$ cat src/rtl/frame_loader.sv
// frame_loader: packs a valid/ready byte stream MSB-first into either the
// 192-bit encoder frame or the 384-bit decoder frame, then holds the finished
// frame stable with o_frame_valid high until downstream releases it.

`ifndef CODE_RATE_2
`define CODE_RATE_2 1'b0
`endif
`ifndef CODE_RATE_3
`define CODE_RATE_3 1'b1
`endif

module frame_loader #(
    parameter int BYTE_W       = 8,
    parameter int ENC_BYTES    = 24,
    parameter int DEC_BYTES_R2 = 32,
    parameter int DEC_BYTES_R3 = 48
) (
    input  logic                           clk,
    input  logic                           rst,
    input  logic                           i_start,
    input  logic                           i_mode,
    input  logic                           i_code_rate,
    input  logic [BYTE_W-1:0]              i_byte,
    input  logic                           i_byte_valid,
    output logic                           o_byte_ready,
    input  logic                           i_release,
    output logic [ENC_BYTES*BYTE_W-1:0]    o_encoder_data_frame,
    output logic [DEC_BYTES_R3*BYTE_W-1:0] o_decoder_data_frame,
    output logic                           o_frame_valid,
    output logic                           o_busy
);

    localparam int ENC_W    = ENC_BYTES * BYTE_W;
    localparam int DEC_W    = DEC_BYTES_R3 * BYTE_W;
    localparam int DEC_R2_W = DEC_BYTES_R2 * BYTE_W;
    localparam int ENC_IW   = $clog2(ENC_W);
    localparam int DEC_IW   = $clog2(DEC_W);
    localparam int K_W      = 6;

    typedef enum logic [1:0] {
        ST_IDLE = 2'd0,
        ST_LOAD = 2'd1,
        ST_FULL = 2'd2
    } state_t;

    state_t              state_r;
    state_t              state_nxt_s;
    logic                mode_r;
    logic                rate_r;
    logic [K_W-1:0]      k_r;
    logic [K_W-1:0]      last_s;
    logic [ENC_W-1:0]    enc_frame_r;
    logic [DEC_W-1:0]    dec_frame_r;
    logic                byte_ready_s;
    logic                frame_valid_s;
    logic                busy_s;
    logic                start_s;
    logic                xfer_s;
    logic                last_xfer_s;
    logic [DEC_IW-1:0]   k_off_s;
    logic [ENC_IW-1:0]   enc_base_s;
    logic [DEC_IW-1:0]   dec_base_s;

    // Index of the final byte of a frame for the latched mode and code rate.
    function automatic logic [K_W-1:0] target_last(input logic mode, input logic rate);
        logic [K_W-1:0] last;
        if (!mode) begin
            last = K_W'(ENC_BYTES - 1);
        end else if (rate == `CODE_RATE_3) begin
            last = K_W'(DEC_BYTES_R3 - 1);
        end else begin
            last = K_W'(DEC_BYTES_R2 - 1);
        end
        return last;
    endfunction

    // Handshake qualifiers and the frame-length target for the current load.
    always_comb begin
        start_s     = (state_r == ST_IDLE) && i_start;
        xfer_s      = byte_ready_s && i_byte_valid;
        last_s      = target_last(mode_r, rate_r);
        last_xfer_s = xfer_s && (k_r == last_s);
    end

    // Bit position of byte k: earliest byte lands in the top byte lane of the used region.
    always_comb begin
        k_off_s    = DEC_IW'(k_r) * DEC_IW'(BYTE_W);
        enc_base_s = ENC_IW'(ENC_W - 1) - k_off_s[ENC_IW-1:0];
        if (rate_r == `CODE_RATE_3) begin
            dec_base_s = DEC_IW'(DEC_W - 1) - k_off_s;
        end else begin
            dec_base_s = DEC_IW'(DEC_R2_W - 1) - k_off_s;
        end
    end

    // State register.
    always_ff @(posedge clk) begin
        if (!rst) begin
            state_r <= ST_IDLE;
        end else begin
            state_r <= state_nxt_s;
        end
    end

    // Next-state logic; release in FULL takes priority and any start there is dropped.
    always_comb begin
        state_nxt_s = state_r;
        case (state_r)
            ST_IDLE: begin
                if (i_start) begin
                    state_nxt_s = ST_LOAD;
                end else begin
                    state_nxt_s = ST_IDLE;
                end
            end
            ST_LOAD: begin
                if (last_xfer_s) begin
                    state_nxt_s = ST_FULL;
                end else begin
                    state_nxt_s = ST_LOAD;
                end
            end
            ST_FULL: begin
                if (i_release) begin
                    state_nxt_s = ST_IDLE;
                end else begin
                    state_nxt_s = ST_FULL;
                end
            end
            default: begin
                state_nxt_s = ST_IDLE;
            end
        endcase
    end

    // Output decode purely from the state register, so ready has no input path.
    always_comb begin
        byte_ready_s  = 1'b0;
        frame_valid_s = 1'b0;
        busy_s        = 1'b0;
        case (state_r)
            ST_IDLE: begin
                byte_ready_s  = 1'b0;
                frame_valid_s = 1'b0;
                busy_s        = 1'b0;
            end
            ST_LOAD: begin
                byte_ready_s  = 1'b1;
                frame_valid_s = 1'b0;
                busy_s        = 1'b1;
            end
            ST_FULL: begin
                byte_ready_s  = 1'b0;
                frame_valid_s = 1'b1;
                busy_s        = 1'b1;
            end
            default: begin
                byte_ready_s  = 1'b0;
                frame_valid_s = 1'b0;
                busy_s        = 1'b0;
            end
        endcase
    end

    // Mode/rate latch and byte counter; counter wraps to zero on the final byte.
    always_ff @(posedge clk) begin
        if (!rst) begin
            mode_r <= 1'b0;
            rate_r <= `CODE_RATE_2;
            k_r    <= {K_W{1'b0}};
        end else if (start_s) begin
            mode_r <= i_mode;
            rate_r <= i_code_rate;
            k_r    <= {K_W{1'b0}};
        end else if (xfer_s) begin
            if (last_xfer_s) begin
                k_r <= {K_W{1'b0}};
            end else begin
                k_r <= k_r + 6'd1;
            end
        end
    end

    // Frame storage: cleared on start, one byte lane written per transfer, otherwise frozen.
    always_ff @(posedge clk) begin
        if (!rst) begin
            enc_frame_r <= {ENC_W{1'b0}};
            dec_frame_r <= {DEC_W{1'b0}};
        end else if (start_s) begin
            enc_frame_r <= {ENC_W{1'b0}};
            dec_frame_r <= {DEC_W{1'b0}};
        end else if (xfer_s) begin
            if (!mode_r) begin
                enc_frame_r[enc_base_s -: BYTE_W] <= i_byte;
            end else begin
                dec_frame_r[dec_base_s -: BYTE_W] <= i_byte;
            end
        end
    end

    // Drive ports.
    always_comb begin
        o_byte_ready         = byte_ready_s;
        o_frame_valid        = frame_valid_s;
        o_busy               = busy_s;
        o_encoder_data_frame = enc_frame_r;
        o_decoder_data_frame = dec_frame_r;
    end

endmodule

$ cat config.mk
export PLATFORM = sky130hd
export DESIGN_NAME = frame_loader
export DESIGN_NICKNAME = d
export VERILOG_FILES = /design/src/rtl/frame_loader.sv
export SDC_FILE = /design/constraint.sdc
export NUM_CORES = 1
export LEC_CHECK = 0
export BUFFER_PORTS_ARGS = -buffer_cell sky130_fd_sc_hd__buf_2
export CORE_MARGIN = 2
export CORE_UTILIZATION = 30
export CTS_BUF_LIST = sky130_fd_sc_hd__clkbuf_16
export DETAILED_ROUTE_END_ITERATION = 10
export MAX_ROUTING_LAYER = met4
export PLACE_DENSITY = 0.47
export SETUP_SLACK_MARGIN = 0.5
export SLEW_MARGIN = 10
export SYNTH_ARGS = -nofsm -noshare
export SYNTH_HDL_FRONTEND = slang
export SYNTH_SLANG_ARGS = --single-unit
$ cat constraint.sdc
create_clock -name clk -period 6.7 [get_ports clk]
set_clock_uncertainty 0.15 [all_clocks]
set_input_delay 0.67 -clock clk [delete_from_list [all_inputs] [get_ports clk]]
set_output_delay 0.67 -clock clk [all_outputs]
set_load 0.1 [all_outputs]
==> out/qor.yml <==
place.port_buffers: 593
clkTransAtPathRegs_ns: 0.06
syn_avg_cell_area_um2: 9.46
setup_viol: 0
outcome: "finished, final reports clean"
dp_cells: 3928
multi_input_area_um2: 10700
grt_util_met3_pct: 5.12
clockBufferDepth: 3
holdPathStages: 2
syn_area_um2: 23200
fin_area_um2: 29000
synth_top_cell_by_area: "dfxtp_1"
cts_tree: "built"
drv_cap: 0
vias: 19644
syn-instance-count: 2455
root_buffer: "clkbuf_16"
cts_made_buffers: 69
endpoint_kind: "flop"
yosysTopAreaCellShare_pct: 50.5
grt_setup_unrepaired: "false"
cpMaxStageDelayCell: "and4b_2"
ys_ff_latch: 586
antenna_found_initial: 5
grt_max_degree: 183
fmax_ghz: 0.280
ant_nets: 0
grt_overflow_total: 0
syn_nets: 2481
grt_use_met2_pct: 37.3
finalSetupTns_ns: 0
drc_errors: 0
fin_crit_ns: 3.58
ff_latch_area_um2: 11700
routed_via_density: 4.85
p_per_area_nw_per_um2: 254
criticalPathCategory: "flop to flop"
yosys_warnings: 0
slew_violations: 0
relSlewSlack_pct: 19.6
drive_above_1_share_pct: 26.0
synth.area.top_cells: "dfxtp_1, mux2i_1, nand2_1"
detail_route.wl_per_cell_um: 22.0
postCtsHoldBufs: 0
yosysUniqueCellTypes: 59
worstPathRequired_ns: 6.99
insertion_delay_ns: 0.61
synth-edff-count: 0
p_leak_nw: 13.2
grt_pass1_wl_um: 127000
cts_setup_buffers: 0
die_area_um2: 79700
cp_max_fo: 34
initial_utilization_pct: 30.1
whs_ns: 0.241
synth_common_cells: "dfxtp_1, mux2i_1, nand2_1"
pre_cts_ws_ns: 3.06
drt_wl_total_um: 89100
grt_use_met1_pct: 25.2
tightest_slew_ns: 1.20
yosysMostFrequentCell: "dfxtp_1"
fin_cells: 4052
ff2ff_path_depth: 5
die_w_um: 282
cts_resized: 0
ys.flop_type: "dfxtp_1"
finalHoldViolCount: 0
worstSetupStartpointType: "flop"
die_y_um: 282
fillers: 7970
grt-busiest-layer: "met2"
coreArea_um2: 77100
area_growth_pct: 24.9
grt_pass1_vias: 18824
place_congestion: 0.818
hp-class: "primary input to flop"
ys_seq_area_share_pct: 50.5
rows: 102
place_hpwl_um: 64300
cts_sinks: 586
worst_ep_arrival_time_ns: 3.87
crit_path_max_incr_delay_ns: 0.87
final_nets: 2987
drt_first_pass_iters: 5
cts-htree-levels: 3
synthArstFlopShare_pct: 0
peakVddDrop_uv: 139
fin_ws_ns: 3.12
grt_use_total_pct: 22.0
dpl_cell_area_um2: 26900
drtIter0Drc: 1097
final_min_period_over_clock_period_pct: 53.4
io_pins: 594
path_cells: "ha_1, and4b_2, nand4_1, mux2i_1, nor2_1"
-- cell usage in the layout (no fill, tap or decap), types with 7 or more instances in the layout --
cell type / count
buf_4: 16
nor3_1: 66
nand2b_1: 12
a21oi_1: 34
dfxtp_1: 584
nand2_1: 358
clkbuf_16: 71
a211oi_4: 13
ha_1: 11
nand3_4: 7
clkinv_2: 8
clkinv_1: 13
inv_1: 22
o21ai_0: 138
nand3_1: 253
buf_2: 593
nor2_1: 288
nor3_4: 10
nand4_4: 10
o21ai_1: 8
mux2i_1: 400
-- registers in the layout (all words and copies together) (netlist names) --
register / count
o_decoder_data_frame: 384
o_encoder_data_frame: 192
k_r: 6
state_r: 2
mode_r: 1
rate_r: 1
-- where the power goes --
group / internal (mW) / switching, mW / leakage (nW)
clock network: 2.07 / 1.53 / 1.10
registers: 3.49 / 0.00497 / 4.72
logic: 0.0357 / 0.232 / 7.41
-- per-stage QoR --
step | util (%) | power, mW
floorplan | - | 3.76
global route | 37.6 | 7.63
detailed placement | 34.9 | 3.84
CTS | 37.6 | 7.47
global placement | 34.9 | 3.84
finish | 37.6 | 7.36
-- kinds of logic (layout without fill, tap and decap cells) --
family | after synthesis | after routing | synth area share, %
buf+inv | 183 | 736 | 3.66
simple gates | 1065 | 1065 | 22.1
xor+xnor | 6 | 6 | 0.549
other cells | 0 | 4 | 0
compound gates | 204 | 204 | 5.35
flops | 586 | 586 | 50.5
fa+ha+maj | 11 | 11 | 0.593
mux | 400 | 400 | 17.2
-- routing by layer --
layer | wire length, um | vias up
li1 | - | 9410
met1 | 35900 | 9477
met2 | 44000 | 606
met3 | 5990 | 151
met4 | 3240 | 0
met5 | 0 | -
-- worst max-delay path, delay by kind of cell, from the launching register on --
family                     cells  cell delay (ns)
muxes                          1             0.36
DFF                            1             0.79
and+or+nand+nor                3             1.59
adders and majority gates      1             0.51
-- final timing paths --
check                                        start                                     to  slack, ns
max                            k_r[4]$_SDFFE_PP0N_  o_encoder_data_frame[85]$_SDFFE_PP0P_       3.12
max reg2reg                    k_r[4]$_SDFFE_PP0N_  o_encoder_data_frame[85]$_SDFFE_PP0P_       3.12
min                                            rst                    mode_r$_SDFFE_PN0P_       0.24
min reg2reg  o_decoder_data_frame[79]$_SDFFE_PP0P_  o_decoder_data_frame[79]$_SDFFE_PP0P_       0.30
-- area by class of cell --
| class | count | area share, % |
|---|---|---|
| repair buffers | 611 | 10.8 |
| inverters | 7 | 0.0906 |
| clock inverters | 47 | 1.17 |
| well taps | 1040 | 4.49 |
| multi-input cells | 1686 | 36.9 |
| flip-flops and latches | 586 | 40.5 |
| diodes | 4 | 0.0345 |
| clock buffers | 71 | 6.12 |
Power figures use the tool's default switching activity.
